===== src/rtl/sim_event_sched.sv =====
// Round-robin arbiter that funnels $display/$stop/$finish events from NREQ sources into a
// registered-head FIFO, tracks RUN/STOPPED/HALTED and timestamps each event with a run-cycle count.
module sim_event_sched #(
    parameter int NREQ      = 4,
    parameter int DEPTH     = 8,
    parameter int PAYLOAD_W = 16,
    parameter int CYC_W     = 32
) (
    input  logic                        clk,
    input  logic                        rst_n,
    input  logic [NREQ-1:0]             req_valid,
    input  logic [2*NREQ-1:0]           req_type,
    input  logic [PAYLOAD_W*NREQ-1:0]   req_payload,
    output logic [NREQ-1:0]             req_ready,
    input  logic                        resume,
    output logic                        ev_valid,
    input  logic                        ev_ready,
    output logic [1:0]                  ev_type,
    output logic [2:0]                  ev_src,
    output logic [PAYLOAD_W-1:0]        ev_payload,
    output logic [CYC_W-1:0]            ev_cycle,
    output logic [$clog2(DEPTH):0]      level,
    output logic [1:0]                  state,
    output logic [7:0]                  err_cnt
);
    localparam int AW = $clog2(DEPTH);
    localparam int LW = AW + 1;
    localparam int RW = (NREQ > 1) ? $clog2(NREQ) : 1;
    localparam int EW = 2 + 3 + PAYLOAD_W + CYC_W;

    typedef enum logic [1:0] {
        ST_RUN     = 2'b00,
        ST_STOPPED = 2'b01,
        ST_HALTED  = 2'b10
    } state_e;

    state_e          state_q, state_d;
    logic [RW-1:0]   rr_q, rr_d;
    logic [AW:0]     wr_q, wr_d, rd_q, rd_d;
    logic [CYC_W-1:0] cyc_q, cyc_d;
    logic [7:0]      err_q, err_d;
    logic [EW-1:0]   mem_q [DEPTH];
    logic [EW-1:0]   entry_d;
    logic [EW-1:0]   head;

    logic [LW-1:0]   level_w;
    logic            empty, full, pop, grant_en, grant, push, is_rsvd, gnt_found;
    logic [RW-1:0]   gnt_idx, idx_w;
    logic [1:0]      gnt_type;
    logic [PAYLOAD_W-1:0] gnt_payload;

    assign level_w = wr_q - rd_q;
    assign empty   = (wr_q == rd_q);
    assign full    = (level_w == LW'(DEPTH));
    assign pop     = !empty && ev_ready;

    always_comb begin
        grant_en    = (state_q == ST_RUN) && (!full || pop);
        gnt_found   = 1'b0;
        gnt_idx     = '0;
        idx_w       = '0;
        gnt_type    = 2'b00;
        gnt_payload = '0;
        // Rotating priority: the first valid requester at or after rr_q wins.
        for (int k = 0; k < NREQ; k++) begin
            idx_w = RW'((int'(rr_q) + k) % NREQ);
            if (!gnt_found && req_valid[idx_w]) begin
                gnt_found = 1'b1;
                gnt_idx   = idx_w;
            end
        end
        for (int k = 0; k < NREQ; k++) begin
            if (gnt_idx == RW'(k)) begin
                gnt_type    = req_type[2*k +: 2];
                gnt_payload = req_payload[PAYLOAD_W*k +: PAYLOAD_W];
            end
        end
        grant     = grant_en && gnt_found;
        req_ready = grant ? (NREQ'(1) << gnt_idx) : '0;
        is_rsvd   = (gnt_type == 2'b11);
        push      = grant && !is_rsvd;
        entry_d   = {gnt_type, 3'(gnt_idx), gnt_payload, cyc_q};

        wr_d  = push ? wr_q + 1'b1 : wr_q;
        rd_d  = pop ? rd_q + 1'b1 : rd_q;
        rr_d  = rr_q;
        if (grant) begin
            rr_d = (gnt_idx == RW'(NREQ - 1)) ? '0 : gnt_idx + 1'b1;
        end
        err_d = (grant && is_rsvd && err_q != 8'hFF) ? err_q + 8'd1 : err_q;
        cyc_d = (state_q == ST_RUN && cyc_q != '1) ? cyc_q + 1'b1 : cyc_q;

        state_d = state_q;
        case (state_q)
            ST_RUN: begin
                if (grant && gnt_type == 2'b01) state_d = ST_STOPPED;
                else if (grant && gnt_type == 2'b10) state_d = ST_HALTED;
            end
            ST_STOPPED: if (resume) state_d = ST_RUN;
            ST_HALTED:  state_d = ST_HALTED;
            default:    state_d = ST_RUN;
        endcase
    end

    always_ff @(posedge clk or negedge rst_n) begin
        if (!rst_n) begin
            state_q <= ST_RUN;
            rr_q    <= '0;
            wr_q    <= '0;
            rd_q    <= '0;
            cyc_q   <= '0;
            err_q   <= '0;
            for (int i = 0; i < DEPTH; i++) mem_q[i] <= '0;
        end else begin
            state_q <= state_d;
            rr_q    <= rr_d;
            wr_q    <= wr_d;
            rd_q    <= rd_d;
            cyc_q   <= cyc_d;
            err_q   <= err_d;
            // When full with a pop, this slot is the one being read out this cycle.
            if (push) mem_q[wr_q[AW-1:0]] <= entry_d;
        end
    end

    assign head       = mem_q[rd_q[AW-1:0]];
    assign ev_valid   = !empty;
    assign ev_type    = head[EW-1 -: 2];
    assign ev_src     = head[EW-3 -: 3];
    assign ev_payload = head[CYC_W +: PAYLOAD_W];
    assign ev_cycle   = head[0 +: CYC_W];
    assign level      = level_w;
    assign state      = state_q;
    assign err_cnt    = err_q;
endmodule


===== config.mk =====
export PLATFORM = sky130hd
export DESIGN_NAME = sim_event_sched
export DESIGN_NICKNAME = d
export VERILOG_FILES = /design/src/rtl/sim_event_sched.sv
export SDC_FILE = /design/constraint.sdc
export NUM_CORES = 1
export LEC_CHECK = 0
export ABC_AREA = 0
export BUFFER_PORTS_ARGS = -buffer_cell sky130_fd_sc_hd__buf_2
export CORE_ASPECT_RATIO = 1.2
export CORE_MARGIN = 2
export CORE_UTILIZATION = 55
export DETAILED_ROUTE_END_ITERATION = 8
export HOLD_SLACK_MARGIN = 0.03
export MAX_ROUTING_LAYER = met4
export PLACE_DENSITY = 0.76
export RECOVER_POWER = 50
export SYNTH_ARGS = -nofsm -noshare
export SYNTH_HDL_FRONTEND = slang
export SYNTH_SLANG_ARGS = --single-unit

===== constraint.sdc =====
create_clock -name clk -period 3.49 [get_ports clk]
set_input_delay 0.349 -clock clk [delete_from_list [all_inputs] [get_ports clk]]
set_output_delay 0.349 -clock clk [all_outputs]
set_load 0.005 [all_outputs]

==> results.md, run 1 <==
- Internal power: 12.8 mW
- Drt via density: 5.97
- Placement Setup Slack: -0.0314 ns
- Routed Wire Length: 50,900 µm
- Bufs on Longest Clock Path: 3
- Post-synthesis cell area: 22,600 µm²
- Reg power frac: 0.382
- Combinational share of power: 0.358
- Peak supply drop: 0.723 mV
- Slew @ Worst Pin: 2.45 ns
- Net switching power: 6.32 mW
- Crit-path max FO: 9
- DR pass1 iterations: 5
- Initial antenna violation count: 0
- Fmax: 0.292 GHz
- PnR worst setup slack: 0.0703 ns
- DRT antenna net count: 0
- RD Place Congestion: 0.853
- Avg WL per Cell: 22.2 µm
- I/O Buffers: 150
- Switch share: 0.330
- Iter 0 DRT Violations: 910
- Final setup vio count: 0
- Syn-to-layout area delta: 14.4%
- Final Hold Viols: 0
- Mux cell area share after synthesis: 0.338
- Layout cell share with drive strength beyond 1: 0.469
- Clock Sinks: 468
- Number of synthesized flops with an enable pin: 0
- Async SR Flop Fraction: 1.00
- Crit path max-delay family: simple AND/OR/NAND/NOR gates
- Most common library cells after synthesis: 468 x dfrtp_1, 272 x mux2_2, 191 x nand2_1
- Mapped Cells: 1,575
- DR DRC count: 0
- Synth Area in Compound Gates: 0.0200
- Tot GR Track Use: 0.250
- Largest area contributor in the netlist: dfrtp_1
- Final slew viol count: 89
- Max stage delay on crit path: 0.49 ns
- CTS tree: yes
- Nets: 1,805
- CP endpoint kind: output pin
- Post-Synth Adder-Cell Area: 0.00697
- Clk slew on worst S/H paths: 0.06 ns
- Violated checks: max-capacitance violations, max-slew violations
- Number of distinct library cells after synthesis: 54
- Max-capacitance violation count: 1
- Core area: 40,600 µm²
- Largest net degree at the start of global routing: 108
- Inserted Clock Buffers: 46
- Row cnt: 81
- Period utilisation layout: 0.980
- Slowest cell on the critical path: dfrtp_4
- I/O Pins: 152
- Min Hold Slack: 0.276 ns
- Initial core utilization: 0.557
- Clk root buf: clkbuf_16
- DIE HEIGHT: 226 µm
- Die area: 42,800 µm²
- Simple-Gate Fraction of Synth Area: 0.0690
- Synth Area per Inst: 14.4 µm²
- Final setup skew: 0.0255 ns
- DP HPWL: 31,100 µm
- Required @ worst endpoint: 3.14 ns
- YS warnings: 0
- Seq/Total Area, Yosys: 0.518
- CP Launch Type: flip-flop
- Global route overflow: 0
- Clock Latency Late Sink: 0.57 ns
- Antenna Cells: 0
- Largest family of logic cells by synthesized area: multiplexers
- Vias in the first global route: 14,795
- Status: finished, violations left
- Final min period: 3.42 ns
- CP bufs+invs: 2
- Via count: 13,671
- Most frequent cell after synthesis: dfrtp_1
- Clock group share of total power: 0.260
- Cell Pwr Density: 740 nW/µm²
- Chip width: 189 µm
- H-tree Lvls: 2
- Net count after synthesis: 1,667
- Worst endpoint data arrival time: 3.07 ns
- Worst setup path class: reg2out
- Worst hold-check path type: in2reg
- Leak pwr: 12.6 nW
- Post-synth top area share: 0.518
- Slew HR: -0.636
- First-pass GRT wire length: 82,200 µm
- Crit path cell chain: ha_1 > fa_1 > xor2_2 > nand3_1 > or4_4 > buf_4 > and3_1 > buf_2
- Synth area leaders: dfrtp_1 52%, mux2_2 14%, mux4_2 10%, mux2_4 9.1%, nand2_1 3.2%
- Xor/xnor share of the synthesized area: 0.0151
- Synth Register Bits: 468
- Top_reg_cell synth: dfrtp_1
tightest hold or removal path: stages:
cell and delay (ns):
buf_2 0.12, a211oi_4 0.09, inv_2 0.09, o32a_1 0.15
power by group through the flow:
| stage | clock network [mW] | registers (mW) | logic [mW] |
|---|---|---|---|
| floorplan | 0 | 7.06 | 4.74 |
| global placement | 0 | 7.29 | 6.61 |
| detailed placement | 0 | 7.38 | 6.77 |
| CTS | 5.06 | 7.31 | 6.82 |
| global route | 5.28 | 7.46 | 7.39 |
| finish | 4.98 | 7.32 | 6.85 |
state kept, by name, indices dropped and copies added (netlist names):
register,flops
rd_q,4
wr_q,4
cyc_q,32
err_cnt,8
state,2
mem_q,416
rr_q,2
stage by stage:
stage / power (mW) / std cells / instance area [µm²] / utilization / setup TNS [ns]
floorplan: 11.8 / 1575 / 22600 / - / 0
global placement: 13.9 / 2196 / 24300 / 0.597 / 0
detailed placement: 14.1 / 2196 / 24300 / 0.597 / -0.559
CTS: 19.2 / 2284 / 25800 / 0.635 / 0
global route: 20.1 / 2290 / 25900 / 0.637 / -0.566
finish: 19.1 / 2290 / 25900 / 0.637 / 0
cell families (layout without fill, tap and decap cells):
logic type	count (synthesis)	in the layout
buf+inv	147	323
simple gates	321	321
other cells	1	1
compound gates	57	57
xor+xnor	39	39
flops	468	468
mux	530	530
fa+ha+maj	12	12
final timing paths:
path,from,endpoint,slack (ns),cells past startpoint
max,rd_q[0],req_ready[0],0.07,8
min reg2reg,mem_q[338],mem_q[338],0.49,1
min in group asynchronous,rst_n,mem_q[284],1.09,2
max in group asynchronous,rst_n,mem_q[314],0.54,3
min,req_valid[0],rr_q[0],0.28,4
max reg2reg,rr_q[1],mem_q[130],0.14,13
layout by cell type, fill, tap and decap left out, types with 4 or more instances in the layout:
| master | count |
|---|---|
| dfrtp_1 | 465 |
| mux2_2 | 272 |
| nand2_1 | 191 |
| mux2_4 | 137 |
| buf_2 | 137 |
| mux4_2 | 104 |
| clkbuf_16 | 49 |
| buf_4 | 31 |
| clkbuf_1 | 26 |
| buf_12 | 26 |
| xnor2_1 | 24 |
| nand3_1 | 21 |
| nor2b_1 | 18 |
| a221oi_1 | 17 |
| mux2_1 | 16 |
| o31ai_1 | 15 |
| xor2_1 | 14 |
| nand4_1 | 13 |
| inv_1 | 12 |
| nor3_1 | 12 |
| and3_1 | 11 |
| nor2_1 | 10 |
| clkbuf_8 | 10 |
| clkinv_2 | 9 |
| ha_1 | 8 |
| nand2b_1 | 5 |
| a21oi_1 | 5 |
| nor4_1 | 5 |
| or4_4 | 4 |
| nor4_4 | 4 |
| or3_1 | 4 |
| buf_6 | 4 |
| clkbuf_2 | 4 |
routing by layer:
metal | track usage | vias to the layer above | part of all wire
met5 | - | - | 0
met4 | 0.0628 | 0 | 0.020
met3 | 0.0306 | 78 | 0.043
met2 | 0.416 | 355 | 0.51
met1 | 0.331 | 7265 | 0.43
li1 | - | 5973 | -
layout make-up:
| cell class | instances | area [µm²] |
|---|---|---|
| Timing Repair Buffer | 223 | 1660 |
| Inverter | 14 | 52.6 |
| Multi-Input combinational cell | 960 | 10300 |
| Tap cell | 539 | 674 |
| Clock buffer | 69 | 1360 |
| Clock inverter | 17 | 165 |
| Sequential cell | 468 | 11700 |
| Fill cell | 2878 | 14800 |
what timing repair did:
| action | CTS | global route |
|---|---|---|
| buffers inserted | 0 | 4 |
| hold endpoints to repair | 83 | 0 |
| pin swaps | 0 | 3 |
| gates resized for setup | 1 | 21 |
| endpoints found under the setup margin | 9 | 393 |
| gates cloned | 0 | 2 |
| hold buffers | 2 | 0 |
Note: power is estimated with default switching activity, not from simulation.
==> run 2, diff against run 1 <==
- REMOVE_ABC_BUFFERS: default -> 1
==> results.md, run 2 (synthesized netlist as in run 1, its figures left out) <==
- Iter 0 DRT Violations: 648 (was 910)
- Leak pwr: 12.5 nW (was 12.6 nW)
- CP endpoint kind: output pin (unchanged)
- Core area: 40,600 µm² (unchanged)
- Bufs on Longest Clock Path: 3 (unchanged)
- Via count: 13,485 (was 13,671)
- Slew HR: -0.135 (was -0.636)
- CTS tree: yes (unchanged)
- Nets: 1,801 (was 1,805)
- Largest net degree at the start of global routing: 108 (unchanged)
- Final core occ: 0.629 (was 0.637)
- Post-route insts no fill: 2,279 (was 2,290)
- Initial core utilization: 0.557 (unchanged)
- Peak supply drop: 0.886 mV (was 0.723 mV)
- I/O Pins: 152 (unchanged)
- Setup total negative slack: 0 ns (unchanged)
- DP HPWL: 29,400 µm (was 31,100 µm)
- Status: finished, violations left (unchanged)
- Final min period: 3.33 ns (was 3.42 ns)
- I/O Buffers: 150 (unchanged)
- DR pass1 iterations: 4 (was 5)
- RD Place Congestion: 0.800 (was 0.853)
- Period utilisation layout: 0.955 (was 0.980)
- Crit-path max FO: 9 (unchanged)
- Die area: 42,800 µm² (unchanged)
- Worst hold-check path type: in2reg (unchanged)
- Initial antenna violation count: 1 (was 0)
- Vias in the first global route: 14,769 (was 14,795)
- First-pass GRT wire length: 81,300 µm (was 82,200 µm)
- Inserted Clock Buffers: 47 (was 46)
- Drt via density: 5.92 (was 5.97)
- Commonest cells after routing, fill and taps aside: 464 x dfrtp_1, 272 x mux2_2, 190 x nand2_1, 143 x buf_2, 137 x mux2_4 (was 465 x dfrtp_1, 272 x mux2_2, 191 x nand2_1, 137 x mux2_4, 137 x buf_2)
- Max reg flops: 416 (unchanged)
- R2r setup slk: 0.21 ns (was 0.14 ns)
- Crit path max-delay family: simple AND/OR/NAND/NOR gates (unchanged)
- Chip width: 189 µm (unchanged)
- Tot GR Track Use: 0.248 (was 0.250)
- CP bufs+invs: 2 (unchanged)
- Crit path cell chain: ha_1 > fa_1 > xor2_1 > nand3_1 > or4_4 > buf_4 > and3_1 > buf_2 (was ha_1 > fa_1 > xor2_2 > nand3_1 > or4_4 > buf_4 > and3_1 > buf_2)
- Layout cell share with drive strength beyond 1: 0.463 (was 0.469)
- CP Launch Type: flip-flop (unchanged)
- Slew @ Worst Pin: 1.70 ns (was 2.45 ns)
- Max-capacitance violation count: 2 (was 1)
- Global route overflow: 0 (unchanged)
- Required @ worst endpoint: 3.14 ns (about the same)
- Cell Pwr Density: 737 nW/µm² (was 740 nW/µm²)
- Fmax: 0.300 GHz (was 0.292 GHz)
- Filler cells: 2,924 (was 2,878)
- Final slew viol count: 99 (was 89)
- Final setup vio count: 0 (unchanged)
- Largest register by flop count: mem_q (unchanged)
- Worst endpoint data arrival time: 2.98 ns (was 3.07 ns)
- Avg WL per Cell: 21.7 µm (was 22.2 µm)
- Clock Sinks: 468 (unchanged)
- Routed Wire Length: 49,400 µm (was 50,900 µm)
- Syn-to-layout area delta: 13.0% (was 14.4%)
- Most common cell after layout, fill and taps aside: dfrtp_1 (unchanged)
- Violated checks: max-capacitance violations, max-slew violations (unchanged)
- Final Hold Viols: 0 (unchanged)
- DR DRC count: 0 (unchanged)
- Total power: 18.8 mW (was 19.1 mW)
- Row cnt: 81 (unchanged)
- Clk root buf: clkbuf_16 (unchanged)
- # placed instances: 2,191 (was 2,196)
- Slowest cell on the critical path: dfrtp_4 (unchanged)
- Worst setup path class: reg2out (unchanged)
- Clk slew on worst S/H paths: 0.06 ns (about the same)
- DIE HEIGHT: 226 µm (unchanged)
- Clock Latency Late Sink: 0.56 ns (was 0.57 ns)
- DRT antenna net count: 0 (unchanged)
- Max stage delay on crit path: 0.49 ns (about the same)
- Final setup skew: 0.0176 ns (was 0.0255 ns)
- H-tree Lvls: 2 (unchanged)
-- run 2: cell types whose count changed in the layout (fill, tap and decap cells not counted), sizes merged --
| cell | change |
|---|---|
| clkbuf | -3 |
| diode | +1 |
| inv | -2 |
| clkinv | -4 |
| buf | -1 |
| bufinv | +1 |
| clkinvlp | -3 |
-- run 2: worst paths after layout --
kind / startpoint / end / depth (start not counted)
worst max register to register: rr_q[1] / mem_q[206] / 13
worst max-delay path: rd_q[0] / req_ready[2] / 8
min in group asynchronous: rst_n / mem_q[352] / 2
worst min register to register: mem_q[337] / mem_q[337] / 1
max in group asynchronous: rst_n / cyc_q[12] / 3
worst min-delay path: req_payload[52] / mem_q[248] / 5
-- run 2: final cells by class --
class                           count  area (µm²)  area share
Inverter                           14        52.6     0.00206
Clock buffer                       70        1370      0.0534
Antenna cell                        1        2.50   0.0000979
Sequential cell                   468       11700       0.458
Timing Repair Buffer              218        1430      0.0561
Clock inverter                      9         120     0.00470
Tap cell                          539         674      0.0264
Multi-Input combinational cell    960       10200       0.399
-- run 2: timing repair --
action | 4_1_cts | 5_1_grt
setup buffers | 0 | 5
gates cloned | 0 | 1
gates resized for setup | 1 | 9
endpoints found under the setup margin | 4 | 342
hold buffers | 2 | 0
pin swaps | 0 | 1
hold endpoints to repair | 92 | 0
-- run 2: metrics by stage --
stage	area [µm²]	worst slack [ns]	hold WS, ns
after floorplan	21900	-4.72	0.0534
after global placement	24100	0.110	0.450
after detailed placement	24100	0.0826	0.459
after CTS	25600	0.00524	0.247
after global routing	25600	-0.0107	0.288
final	25600	0.157	0.272
-- run 2: where the power goes --
part | switching [mW] | internal [mW]
registers | 0.725 | 6.57
clock network | 2.05 | 2.91
logic | 3.34 | 3.26
total | 6.11 | 12.7
-- run 2: routing by layer --
metal / vias to the layer above / global-route usage / wire, µm
met1: 7199 / 0.338 / 22200
met2: 258 / 0.400 / 24400
met4: 0 / 0.0655 / 1030
li1: 5952 / - / -
met5: - / - / 0
met3: 76 / 0.0289 / 1810
-- run 2: worst min-delay path: cells and delay by family --
kind	cells	cell delay, ns
AOI/OAI and AO/OA	1	0.05
muxes	1	0.13
buffers and inverters	2	0.22
and+or+nand+nor	1	0.04
